--- src/rtl/xosera_reboot_ctrl.sv ---
// Keyed, bus-quiet-gated sequencer driving the iCE40 SB_WARMBOOT BOOT/S1:S0 pins.
// Define RECONFIG_VBLANK_EN to additionally require vblank_i before committing.
module xosera_reboot_ctrl #(
  parameter logic [7:0] KEY1        = 8'h52,
  parameter logic [7:0] KEY2        = 8'h42,
  parameter int         TIMEOUT_CYC = 65536,
  parameter int         QUIET_CYC   = 16,
  parameter int         SETUP_CYC   = 4
) (
  input  logic       clk,
  input  logic       reset_i,
  input  logic       cmd_wr_i,
  input  logic [7:0] cmd_data_i,
  input  logic       bus_cs_n_i,
  input  logic       vblank_i,
  output logic       boot_o,
  output logic [1:0] boot_select_o,
  output logic       busy_o,
  output logic       err_o,
  output logic [2:0] state_o
);

  localparam int TW = (TIMEOUT_CYC > 2) ? $clog2(TIMEOUT_CYC) : 1;
  localparam int QW = (QUIET_CYC > 2) ? $clog2(QUIET_CYC) : 1;
  localparam int SW = (SETUP_CYC > 2) ? $clog2(SETUP_CYC) : 1;

  // Timeout fires on the edge where the counter would step onto TIMEOUT_CYC-1.
  localparam logic [TW-1:0] TIMER_LAST = TW'(TIMEOUT_CYC - 2);
  localparam logic [QW-1:0] QUIET_LAST = QW'(QUIET_CYC - 1);
  localparam logic [SW-1:0] SETUP_LAST = SW'(SETUP_CYC - 1);

  typedef enum logic [2:0] {
    IDLE       = 3'd0,
    KEY1_OK    = 3'd1,
    ARMED      = 3'd2,
    WAIT_QUIET = 3'd3,
    SETUP      = 3'd4,
    FIRE       = 3'd5
  } state_t;

  state_t          state_reg, state_next;
  logic [TW-1:0]   timer_reg, timer_next;
  logic [QW-1:0]   quiet_reg, quiet_next;
  logic [SW-1:0]   setup_reg, setup_next;
  logic            err_reg, err_next;
  logic [1:0]      sel_reg, sel_next;
  logic            boot_reg, boot_next;
  logic            quiet;

`ifdef RECONFIG_VBLANK_EN
  assign quiet = bus_cs_n_i & vblank_i;
`else
  logic unused_vblank;
  assign unused_vblank = vblank_i;
  assign quiet         = bus_cs_n_i;
`endif

  always_ff @(posedge clk or posedge reset_i) begin
    if (reset_i) begin
      state_reg <= IDLE;
      timer_reg <= '0;
      quiet_reg <= '0;
      setup_reg <= '0;
      err_reg   <= 1'b0;
      sel_reg   <= 2'b00;
      boot_reg  <= 1'b0;
    end else begin
      state_reg <= state_next;
      timer_reg <= timer_next;
      quiet_reg <= quiet_next;
      setup_reg <= setup_next;
      err_reg   <= err_next;
      sel_reg   <= sel_next;
      boot_reg  <= boot_next;
    end
  end

  always_comb begin
    state_next = state_reg;
    timer_next = '0;
    quiet_next = '0;
    setup_next = '0;
    err_next   = err_reg;
    sel_next   = sel_reg;
    case (state_reg)
      IDLE: begin
        if (cmd_wr_i) begin
          if (cmd_data_i == KEY1) begin
            state_next = KEY1_OK;
            err_next   = 1'b0;
          end else begin
            err_next = 1'b1;
          end
        end
      end
      KEY1_OK, ARMED: begin
        // A byte on the timeout cycle wins over the timeout.
        if (cmd_wr_i) begin
          if (state_reg == KEY1_OK && cmd_data_i == KEY2) begin
            state_next = ARMED;
          end else if (state_reg == ARMED && cmd_data_i[7:2] == 6'b100000) begin
            state_next = WAIT_QUIET;
            sel_next   = cmd_data_i[1:0];
          end else begin
            state_next = IDLE;
            err_next   = 1'b1;
          end
        end else if (timer_reg == TIMER_LAST) begin
          state_next = IDLE;
          err_next   = 1'b1;
        end else begin
          timer_next = timer_reg + 1'b1;
        end
      end
      WAIT_QUIET: begin
        if (cmd_wr_i && cmd_data_i == 8'h00) begin
          state_next = IDLE;
        end else if (quiet) begin
          if (quiet_reg == QUIET_LAST) begin
            state_next = SETUP;
          end else begin
            quiet_next = quiet_reg + 1'b1;
          end
        end
      end
      SETUP: begin
        if (setup_reg == SETUP_LAST) begin
          state_next = FIRE;
        end else begin
          setup_next = setup_reg + 1'b1;
        end
      end
      FIRE: begin
        state_next = FIRE;
      end
      default: begin
        state_next = IDLE;
      end
    endcase
    boot_next = (state_next == FIRE);
  end

  assign boot_o        = boot_reg;
  assign boot_select_o = sel_reg;
  assign busy_o        = (state_reg != IDLE);
  assign err_o         = err_reg;
  assign state_o       = state_reg;

endmodule
--- config.mk ---
export PLATFORM = sky130hd
export DESIGN_NAME = xosera_reboot_ctrl
export DESIGN_NICKNAME = d
export VERILOG_FILES = /design/src/rtl/xosera_reboot_ctrl.sv
export SDC_FILE = /design/constraint.sdc
export NUM_CORES = 1
export LEC_CHECK = 0
export CAP_MARGIN = 20
export CORE_MARGIN = 2
export CORE_UTILIZATION = 53
export CTS_CLUSTER_DIAMETER = 60
export DETAILED_ROUTE_END_ITERATION = 12
export GPL_TIMING_DRIVEN = 0
export PLACE_DENSITY = 0.78
export SKIP_LAST_GASP = 1
export SLEW_MARGIN = 20
export SYNTH_ARGS = -nofsm -noshare
export SYNTH_HDL_FRONTEND = slang
export SYNTH_SLANG_ARGS = --single-unit
--- constraint.sdc ---
create_clock -name clk -period 1.9 [get_ports clk]
set_input_delay 0.285 -clock clk [delete_from_list [all_inputs] [get_ports clk]]
set_output_delay 0.285 -clock clk [all_outputs]
set_load 0.01 [all_outputs]
== Word level (Yosys, flattened, before mapping) ==
Index checks and enable logic that the tools add are counted.
Widths: inputs -> output; s select.

* Register bits: 29
* Input bits: 13
* Output and inout port bits: 8

* Add/sub/neg operators: 3
* Equality and inequality tests: 16
* Multiplexer cells: 27
* Bitwise logic cells: 1
* Reduce and logical (&&, ||, !) cells: 10

{| class="wikitable"
|+ Operators by type and width
! cell !! number
|-
| $mux 16 || 3
|-
| $mux 3 || 8
|-
| $add 16x1->16 const B || 1
|-
| $eq 16x16->1 const B || 1
|-
| $eq 8x7->1 const B || 2
|-
| $mux 4 || 4
|-
| $pmux 3 s5 || 1
|-
| $eq 3x3->1 const B || 3
|-
| $ne 3x3->1 const B || 3
|-
| $logic_not 8->1 || 1
|-
| $mux 2 || 4
|-
| $eq 3x2->1 const B || 2
|-
| $eq 6x6->1 const B || 1
|-
| $mux 1 || 6
|-
| $reduce_and 5->1 || 1
|-
| $add 4x1->4 const B || 1
|-
| $eq 4x4->1 const B || 1
|-
| $reduce_and 4->1 || 1
|-
| $eq 3x1->1 const B || 1
|-
| $logic_and 1x1->1 || 3
|-
| $logic_not 3->1 || 1
|-
| $reduce_bool 3->1 || 1
|-
| $add 2x1->2 const B || 1
|-
| $eq 2x2->1 const B || 1
|-
| other kinds (5) || 5
|}

== Depth between registers and ports, before layout ==
Gate-level depths: netlist of run 1.

* Depth after elaboration: 7
* Depth in mapped cells: 6
* Gate-level depth less buffers: 6

== Worst setup path after synthesis of run 1 ==
No wires, ideal clock.

* Path type: reg-to-reg
* From: reg timer_reg[10]
* To: reg state_reg[1], in the netlist state_o[1]
* Library setup time: 123 ps
* Arrival: 1472 ps
* Data required time: 1777 ps
* Setup slack: 305 ps
* Cell stages (with the launch flop): 6
* Buffers on the path: 0
* Cell sequence: dfrtp_1 -> and3_4 -> nand3_4 -> o41ai_4 -> and2_1 -> o21ai_1

* Word-level cells in the longest chain between the ends: 4

{| class="wikitable"
|+ Ends and longest elaborated chain
! what !! line !! source
|-
| start, declared || 42 || <nowiki>logic [TW-1:0] timer_reg, timer_next;</nowiki>
|-
| start signal, assigned || 69 || <nowiki>timer_reg <= timer_next;</nowiki>
|-
| $eq 16x16->1 || 108 || <nowiki>end else if (timer_reg == TIMER_LAST) begin</nowiki>
|-
| $mux 3 || 108 ||
|-
| $mux 3 || 98 || <nowiki>if (cmd_wr_i) begin</nowiki>
|-
| $pmux 3 s5 || 85 || <nowiki>case (state_reg)</nowiki>
|-
| net state_next[1] || 41 || <nowiki>state_t state_reg, state_next;</nowiki>
|-
| end signal, assigned || 68 || <nowiki>state_reg <= state_next;</nowiki>
|-
| end, declared || 41 ||
|}

The timed path passes the listed nets, and every way through them passes these cells.
A chain may end at the register's enable or synchronous reset.

== Worst setup path after layout of run 1 ==
* From: reg state_reg[2], in the netlist state_o[2]
* To: out state_o[2]

{| class="wikitable"
|+ RTL lines
! what !! line !! source
|-
| end, declared || 20 || <nowiki>output logic [2:0] state_o</nowiki>
|}

No word-level cell between the ends.

==> run summary, run 1 <==
fin crit period: 1.76 ns
Hold Path Class: in2async
setup TNS: 0 ns
CP peak stage delay: 0.61 ns
#FFs+latches synth: 29
CTS H-tree lvls: 2
max reg flops: 16
GR Util met2: 34.2%
cell area power density: 594 mW/mm2
Setup crit start kind: register
vias in the first global route: 1187
maxcap violations: 0
Final Setup Violations: 0
share of flip-flops with an asynchronous set or reset: 100%
Clk Latency, worst-skew pair: 0.32 ns
post-synth net total: 162
CTS Root Cell: clkbuf_4
Max-Slew Margin vs Limit: 62.1%
remaining global-route overflow: 0
GR Util met1: 26.9%
largest net degree at the start of global routing: 30
post-synthesis sequential area ratio: 48.7%
GR Util met3: 5.67%
Critical Path RT: 1.62 ns
WP buf/inv: 1
Total Routing Usage GR: 21.1%
Final Hold Vio Count: 0
post-DP HPWL: 2260 um
area share of the largest cell type after synthesis: 48.7%
Crit Path Category: reg2out
WHS: 0.351 ns
Sink Count: 29
critical path, cell by cell: clkdlybuf4s50_1
clock transition at the registers of the reported paths: 0.09 ns
Post-DRT Antenna Nets: 0
Syn-to-layout area delta: 22.2%
hold-fix buffers at CTS: 0
worst-path fanout max: 10
DR pass1 iterations: 5
critical path arrival: 1.48 ns
final critical-path share of the clock period: 92.7%
Synth Area per Inst: 10.3 um2
cell count after synthesis: 145
Crit-path slowest cell: clkdlybuf4s50_1
PnR worst setup slack: 0.138 ns
GP Congestion: 0.883
Core ar.: 0.00271 mm2
Post-route DRC: 0
synth cell count leaders: dfrtp_1 (29), nor2_1 (19), nand2_1 (11)
Ys Warns: 0
RSZ-0062 raised after global routing: false
Iteration-0 DRC Markers: 31
synthesized cell area: 0.00149 mm2
Clock Path Buffers: 2
Die Y: 57.0 um
status: finished, final reports clean
final instance area: 0.00182 mm2
cell taking the most area after synthesis: dfrtp_1
CTS Buf Count: 5
first-pass GRT wire length: 5260 um
fin cells: 206
total power: 1.08 mW
Place WS: -0.0865 ns
Routed Wire Length: 2930 um
count of cell types in the netlist: 42
Post-DP Area: 0.00172 mm2
EDFF count, synth: 0
Starting Density: 55.0%
vias post-DR: 1162
Leakage: 0.763 nW
count of pins over their slew limit: 0
drt via density: 5.64
PortBufs: 19
CTS tree: done
Post-Route Skew: 0.00406 ns
die area: 0.00325 mm2
dominant cell by count in the synthesized netlist: dfrtp_1
worst slew pin tran: 0.568 ns
IO Count: 21
initial antenna violation count: 0
Achievable Freq: 568 MHz
worst ir drop on vdd: 0.535 mV
Layout Utilization: 67.3%
row cnt: 19
share of cells above drive strength 1: 14.3%
Top FF cell, synth: dfrtp_1
WL per Instance: 14.2 um
Final #Nets: 191
placed cell count: 195
synth top area cells: dfrtp_1 (49%), nor2_1 (4.8%), xor2_1 (4.7%)
ant diodes: 0
Worst Setup End Kind: output pin
global route hottest layer: met2
CP delay by family, top: buffers and inverters
Die Wd: 57.0 um
-- placed cells by master (no fill, tap or decap), types with 2 or more instances in the layout --
master,n
clkdlybuf4s50_1,18
o211a_1,2
nor3_1,4
nand4_1,4
inv_1,4
buf_4,5
o21ai_0,3
nand3_1,4
a31oi_1,3
nor4_1,2
a21oi_1,4
dfrtp_1,29
xnor2_1,5
xor2_1,8
nand2_1,11
nor4b_1,2
nor2_1,19
clkbuf_4,5
or3_1,4
mux2_2,2
clkbuf_8,2
nor3b_1,4
ha_1,4
and2_1,3
-- cells by family (layout without fill, tap and decap cells) --
| group | count (synthesis) | after routing | synth area share [%] |
|---|---|---|---|
| adder cells (fa/ha/maj) | 4 | 4 | 3.36 |
| flip-flops | 29 | 29 | 48.7 |
| AO/OA/AOI/OAI | 21 | 21 | 10.9 |
| AND/OR/NAND/NOR | 67 | 67 | 25.0 |
| XOR/XNOR | 13 | 13 | 7.63 |
| multiplexers | 2 | 2 | 1.51 |
| buffers and inverters | 9 | 39 | 2.94 |
-- area by class of cell --
cell class | instances | area, um2
Buffer | 3 | 23.8
Clock buffer | 7 | 65.1
Clock inverter | 1 | 5.00
Fill cell | 233 | 887
Inverter | 5 | 18.8
Multi-Input combinational cell | 107 | 727
Sequential cell | 29 | 726
Tap cell | 31 | 38.8
Timing Repair Buffer | 23 | 219
-- path summary, 6_finish.rpt --
check | end | slack (ns) | cells past startpoint | start
setup / recovery | state_o[2] | 0.14 | 1 | state_o[2]$_DFF_PP0_
hold / removal | timer_reg[14]$_DFF_PP0_ | 0.35 | 2 | reset_i
setup reg to reg | timer_reg[14]$_DFF_PP0_ | 0.17 | 5 | timer_reg[0]$_DFF_PP0_
hold reg to reg | setup_reg[0]$_DFF_PP0_ | 0.45 | 1 | setup_reg[0]$_DFF_PP0_
max in group asynchronous | boot_select_o[0]$_DFFE_PP0P_ | 1.17 | 2 | reset_i
min in group clk | setup_reg[0]$_DFF_PP0_ | 0.45 | 1 | setup_reg[0]$_DFF_PP0_
-- per-layer routing --
layer / wire, um / vias up
met5: 0 / -
met4: 46 / 0
met3: 130 / 10
met2: 1520 / 30
met1: 1240 / 550
li1: - / 572
-- where the power goes --
group | switching, mW | internal [mW] | leakage (nW)
clock network | 0.202 | 0.214 | 0.0413
registers | 0.000278 | 0.617 | 0.400
logic | 0.0244 | 0.0260 | 0.322
total | 0.226 | 0.857 | 0.763
-- timing repair --
action	CTS	global route
setup endpoints to repair	1	12
gates resized for setup	3	0
setup buffers	1	3
pin swaps	1	1
gates cloned	0	0
Power figures use the tool's default switching activity.
==> run 2: changes to the inputs <==
--- a/config.mk
+++ b/config.mk
@@ -6,6 +6,7 @@
 export NUM_CORES = 1
 export LEC_CHECK = 0
 export CAP_MARGIN = 20
+export CORE_ASPECT_RATIO = 1.1
 export CORE_MARGIN = 2
 export CORE_UTILIZATION = 53
 export CTS_CLUSTER_DIAMETER = 60
==> run 2 against run 1 <==
Clock-buffer cell count is the same. Total power up 1.3%. Design area grew 1.6%. Via count increased by 4.6%. Critical endpoint is now busy_o. Register-to-register slack worse by 0.02 ns. Combinational power increased by 3%.
==> run summary, run 2 (same netlist as run 1, synthesis figures left out) <==
Place WS: -0.142 ns (-0.0555 ns)
Post-Route Skew: 0.00503 ns (+0.000973 ns)
WHS: 0.332 ns (-0.0187 ns)
Max-Slew Margin vs Limit: 60.4% (-1.7 points)
clock transition at the registers of the reported paths: 0.09 ns (about the same)
critical path arrival: 1.55 ns (+0.07 ns)
IO Count: 21 (unchanged)
max reg flops: 16 (unchanged)
Syn-to-layout area delta: 24.2%
worst-path fanout max: 8 (-2)
fin crit period: 1.83 ns (+0.0707 ns)
Final Hold Vio Count: 0 (unchanged)
Post-DRT Antenna Nets: 0 (unchanged)
largest net degree at the start of global routing: 30 (unchanged)
Achievable Freq: 546 MHz (-3.9%)
ant diodes: 0 (unchanged)
initial antenna violation count: 0 (unchanged)
vias post-DR: 1216 (+4.6%)
cell area power density: 592 mW/mm2 (-0.37%)
CTS Root Cell: clkbuf_4
Sink Count: 29 (unchanged)
commonest non-fill, non-tap cells in the layout: dfrtp_1 (27), nor2_1 (19), clkdlybuf4s50_1 (19)
reg2reg path depth: 6 (+1)
r2r setup slk: 0.15 ns (-0.02 ns)
remaining global-route overflow: 0 (unchanged)
crit path to: busy_o
PnR worst setup slack: 0.0677 ns (-0.0707 ns)
vias in the first global route: 1164 (-1.9%)
Layout Utilization: 67.9% (+0.67 points)
Starting Density: 54.7% (-0.35 points)
WP buf/inv: 2 (+1)
CTS tree: done
Clock Path Buffers: 2 (unchanged)
final instance area: 0.00185 mm2 (+1.6%)
PortBufs: 19 (unchanged)
status: finished, final reports clean
Routed Wire Length: 3080 um (+5.2%)
DR pass1 iterations: 4 (-1)
worst slew pin tran: 0.593 ns (+0.0247 ns)
share of cells above drive strength 1: 16.4% (+2.1 points)
Critical Path RT: 1.62 ns (about the same)
Critical path origin: state_o[0]$_DFF_PP0_
critical path, cell by cell: nor3_4, inv_1, clkdlybuf4s50_1
Die Wd: 54.6 um (-4.3%)
fin cells: 210 (+1.9%)
Crit-path slowest cell: dfrtp_2
Die Y: 59.6 um (+4.5%)
die area: 0.00325 mm2 (about the same)
Final #Nets: 193 (+1.0%)
Crit Path Category: reg2out
RSZ-0062 raised after global routing: false
worst ir drop on vdd: 0.527 mV (-1.5%)
WL per Instance: 14.7 um (+3.2%)
CTS Buf Count: 5 (unchanged)
first-pass GRT wire length: 4960 um (-5.8%)
Total Routing Usage GR: 22.3% (+1.2 points)
Setup crit start kind: register
Post-DP Area: 0.00172 mm2 (+0.15%)
row cnt: 20 (+1)
count of pins over their slew limit: 0 (unchanged)
setup TNS: 0 ns (unchanged)
Iteration-0 DRC Markers: 14 (-55%)
maxcap violations: 0 (unchanged)
Clk Latency, worst-skew pair: 0.34 ns (+0.02 ns)
r2r startpoint: state_o[0]$_DFF_PP0_
placed cell count: 197 (+1.0%)
total power: 1.10 mW (+1.3%)
CTS H-tree lvls: 2 (unchanged)
GP Congestion: 0.804 (-8.9%)
Worst Setup End Kind: output pin
RR Endpoint: state_o[1]$_DFF_PP0_
Leakage: 0.773 nW (+1.2%)
most common cell after layout, fill and taps aside: dfrtp_1
Hold Path Class: in2async
drt via density: 5.79 (+2.7%)
CP Depth: 3 (+2)
CP delay by family, top: buffers and inverters
post-DP HPWL: 2140 um (-5.2%)
Core ar.: 0.00273 mm2 (+0.65%)
CP peak stage delay: 0.49 ns (-0.12 ns)
final critical-path share of the clock period: 96.4% (+3.7 points)
Post-route DRC: 0 (unchanged)
Final Setup Violations: 0 (unchanged)
## run 2: cell types whose count changed in the layout (fill, tap and decap cells not counted)
cell | previous run | this run
buf_4 | 5 | 8
clkbuf_2 | 1 | 0
clkdlybuf4s50_1 | 18 | 19
dfrtp_1 | 29 | 27
dfrtp_2 | 0 | 2
dlygate4sd2_1 | 1 | 0
nor3_2 | 1 | 0
nor3_4 | 0 | 1
## run 2: layout make-up
class / instances / area, um2
Fill cell: 218 / 875
Multi-Input combinational cell: 107 / 733
Sequential cell: 29 / 728
Timing Repair Buffer: 27 / 250
Clock buffer: 7 / 65.1
Tap cell: 33 / 41.3
Inverter: 5 / 18.8
Buffer: 1 / 11.3
Clock inverter: 1 / 5.00
## run 2: repair_timing
action,in CTS,in global routing
buffers inserted,1,7
hold buffers,0,0
gates resized for setup,3,1
endpoints found under the hold margin,0,0
setup endpoints to repair,1,12
pin swaps,1,1
## run 2: worst min-delay path by stage
stage	from	end	cells after the start	slack, ns
2_1_floorplan	reset_i	boot_o$_DFF_PP0_	1	0.36
3_3_place_gp	setup_reg[0]$_DFF_PP0_	setup_reg[0]$_DFF_PP0_	1	0.43
3_5_place_dp	setup_reg[0]$_DFF_PP0_	setup_reg[0]$_DFF_PP0_	1	0.43
4_1_cts	setup_reg[0]$_DFF_PP0_	setup_reg[0]$_DFF_PP0_	1	0.45
5_1_grt	reset_i	timer_reg[13]$_DFF_PP0_	2	0.38
6_report	reset_i	timer_reg[14]$_DFF_PP0_	2	0.33
## run 2: power breakdown
group	switching [mW]	leakage, nW	internal (mW)
Sequential	0.000293	0.397	0.617
Combinational	0.0255	0.334	0.0262
Clock	0.214	0.0413	0.214
## run 2: layer usage
layer | GRT usage, % | vias to the layer above | wire, um
li1 | - | 580 | -
met1 | 23.5 | 595 | 1230
met2 | 36.7 | 34 | 1610
met3 | 10.1 | 7 | 171
met4 | 10.7 | 0 | 73
met5 | 0 | - | 0
==> run 3: changes to the inputs <==
--- a/config.mk
+++ b/config.mk
@@ -7,12 +7,14 @@
 export LEC_CHECK = 0
 export CAP_MARGIN = 20
 export CORE_ASPECT_RATIO = 1.1
-export CORE_MARGIN = 2
-export CORE_UTILIZATION = 53
+export CORE_MARGIN = 4
+export CORE_UTILIZATION = 55
+export CTS_BUF_LIST = sky130_fd_sc_hd__clkbuf_8
 export CTS_CLUSTER_DIAMETER = 60
 export DETAILED_ROUTE_END_ITERATION = 12
 export GPL_TIMING_DRIVEN = 0
-export PLACE_DENSITY = 0.78
+export PLACE_DENSITY = 0.8
+export RECOVER_POWER = 100
 export SKIP_LAST_GASP = 1
 export SLEW_MARGIN = 20
 export SYNTH_ARGS = -nofsm -noshare
==> run 3 against run 2 <==
Clock skew decreased by 0.0042 ns. Hold slack improved by 0.11 ns. Critical endpoint unchanged. Largest power group unchanged. Largest cell class unchanged. Setup slack worse by 0.019 ns. Register-to-register slack barely moved.
==> run summary, run 3 (same netlist as run 1, synthesis figures left out) <==
Iteration-0 DRC Markers: 38 (+24)
clock transition at the registers of the reported paths: 0.06 ns (-0.03 ns)
Fill cells: 180 (-17%)
Hold Path Class: reg2reg
setup TNS: 0 ns (unchanged)
final instance area: 0.00183 mm2 (-1.5%)
CP peak stage delay: 0.47 ns (-0.02 ns)
CTS Buf Count: 5 (unchanged)
ant diodes: 0 (unchanged)
maxcap violations: 0 (unchanged)
worst ir drop on vdd: 0.569 mV (+8.1%)
Sink Count: 29 (unchanged)
row cnt: 19 (-5.0%)
worst-path fanout max: 10 (+2)
share of cells above drive strength 1: 11.6% (-4.8 points)
first-pass GRT wire length: 5220 um (+5.1%)
final critical-path share of the clock period: 97.4% (+1.0 points)
Setup crit start kind: register
max reg flops: 16 (unchanged)
GP Congestion: 0.937 (+16%)
Clk Latency, worst-skew pair: 0.27 ns (-0.07 ns)
critical path, cell by cell: buf_2, nor3_4, inv_1, clkdlybuf4s50_1
cell area power density: 618 mW/mm2 (+4.4%)
Crit-path slowest cell: clkdlybuf4s50_1
drt via density: 5.85 (+0.98%)
Crit Path Category: reg2out
IO Count: 21 (unchanged)
fin cells: 203 (-3.3%)
RSZ-0062 raised after global routing: true
remaining global-route overflow: 0 (unchanged)
critical path arrival: 1.57 ns (+0.02 ns)
vias in the first global route: 1226 (+5.3%)
Final #Nets: 188 (-2.6%)
commonest non-fill, non-tap cells in the layout: dfrtp_1 (28), nor2_1 (19), clkdlybuf4s50_1 (14)
Final Setup Violations: 0 (unchanged)
vias post-DR: 1187 (-2.4%)
CP delay by family, top: buffers and inverters
fin crit period: 1.85 ns (+0.0190 ns)
Post-route DRC: 0 (unchanged)
Place WS: -0.110 ns (+0.0316 ns)
Core ar.: 0.00254 mm2 (-6.7%)
CTS Root Cell: clkbuf_8
WP buf/inv: 3 (+1)
Total Routing Usage GR: 18.5% (-3.8 points)
Achievable Freq: 540 MHz (-1.0%)
Register Area: 727 um2 (-0.17%)
Starting Density: 58.6% (+4.0 points)
Die Y: 62.6 um (+5.0%)
die area: 0.00361 mm2 (+11%)
status: finished, final reports clean
CTS tree: done
count of pins over their slew limit: 0 (unchanged)
Final Hold Vio Count: 0 (unchanged)
PortBufs: 19 (unchanged)
Critical Path RT: 1.62 ns (about the same)
largest net degree at the start of global routing: 30 (unchanged)
worst slew pin tran: 1.08 ns (+0.491 ns)
Max-Slew Margin vs Limit: 27.6% (-33 points)
Post-DP Area: 0.00172 mm2 (-0.15%)
multi-input logic area: 739 um2 (+0.85%)
Routed Wire Length: 3030 um (-1.8%)
Syn-to-layout area delta: 22.4%
DR pass1 iterations: 4 (unchanged)
most common cell after layout, fill and taps aside: dfrtp_1
Clock Path Buffers: 2 (unchanged)
CTS H-tree lvls: 2 (unchanged)
placed cell count: 195 (-1.0%)
WL per Instance: 14.9 um (+1.5%)
post-DP HPWL: 2140 um (about the same)
initial antenna violation count: 0 (unchanged)
PnR worst setup slack: 0.0487 ns (-0.0190 ns)
Post-Route Skew: 0.000865 ns (-0.00417 ns)
Post-DRT Antenna Nets: 0 (unchanged)
Worst Setup End Kind: output pin
WHS: 0.442 ns (+0.110 ns)
Die Wd: 57.7 um (+5.6%)
Leakage: 0.769 nW (-0.40%)
## run 3: final cells by class
type | count | area share [%]
inverters | 5 | 1.03
well taps | 31 | 2.12
clock buffers | 5 | 3.77
clock inverters | 3 | 0.617
plain buffers | 2 | 0.891
repair buffers | 21 | 11.2
multi-input cells | 107 | 40.5
flip-flops and latches | 29 | 39.8
## run 3: worst paths after layout
check	start	end	slack (ns)	depth (start not counted)
setup / recovery	state_o[0]$_DFF_PP0_	busy_o	0.05	4
hold / removal	setup_reg[0]$_DFF_PP0_	setup_reg[0]$_DFF_PP0_	0.44	1
setup reg to reg	state_o[0]$_DFF_PP0_	state_o[1]$_DFF_PP0_	0.16	7
hold reg to reg	setup_reg[0]$_DFF_PP0_	setup_reg[0]$_DFF_PP0_	0.44	1
max in group asynchronous	reset_i	state_o[2]$_DFF_PP0_	0.45	2
min in group asynchronous	reset_i	quiet_reg[3]$_DFF_PP0_	0.72	2
## run 3: stage by stage
stage / util [%] / total power [mW]
2_1_floorplan: - / 0.647
3_3_place_gp: 67.6 / 0.679
6_report: 71.8 / 1.13
4_1_cts: 70.8 / 1.14
3_5_place_dp: 67.6 / 0.681
5_1_grt: 71.8 / 1.18
## run 3: metal layers
| layer | global-route usage (%) | up-vias | wire length [um] |
|---|---|---|---|
| met1 | 21.9 | 565 | 1280 |
| met5 | 0 | - | 0 |
| met3 | 6.40 | 7 | 147 |
| li1 | - | 571 | - |
| met2 | 30.5 | 44 | 1570 |
| met4 | 6.67 | 0 | 29 |
## run 3: what timing repair did
action                                  in CTS  in global routing
hold buffers                                 0                  0
endpoints found under the setup margin       1                  8
gates resized for setup                      1                  3
setup buffers                                0                  2
gates cloned                                 0                  0
pin swaps                                    0                  1
## run 3: worst reg2reg max path, stage by stage (launching register included)
cell and delay [ns]:
dfrtp_1 0.40, buf_2 0.20, xnor2_1 0.16, nor3_1 0.29, o41ai_4 0.14, buf_4 0.19
and2_1 0.16, o21ai_1 0.13
## run 3: power breakdown
| part | total [mW] | internal [mW] | switching (mW) |
|---|---|---|---|
| sequential | 0.618 | 0.618 | 0.000269 |
| clock | 0.458 | 0.243 | 0.215 |
| combinational | 0.0515 | 0.0258 | 0.0257 |
| total | 1.13 | 0.887 | 0.241 |
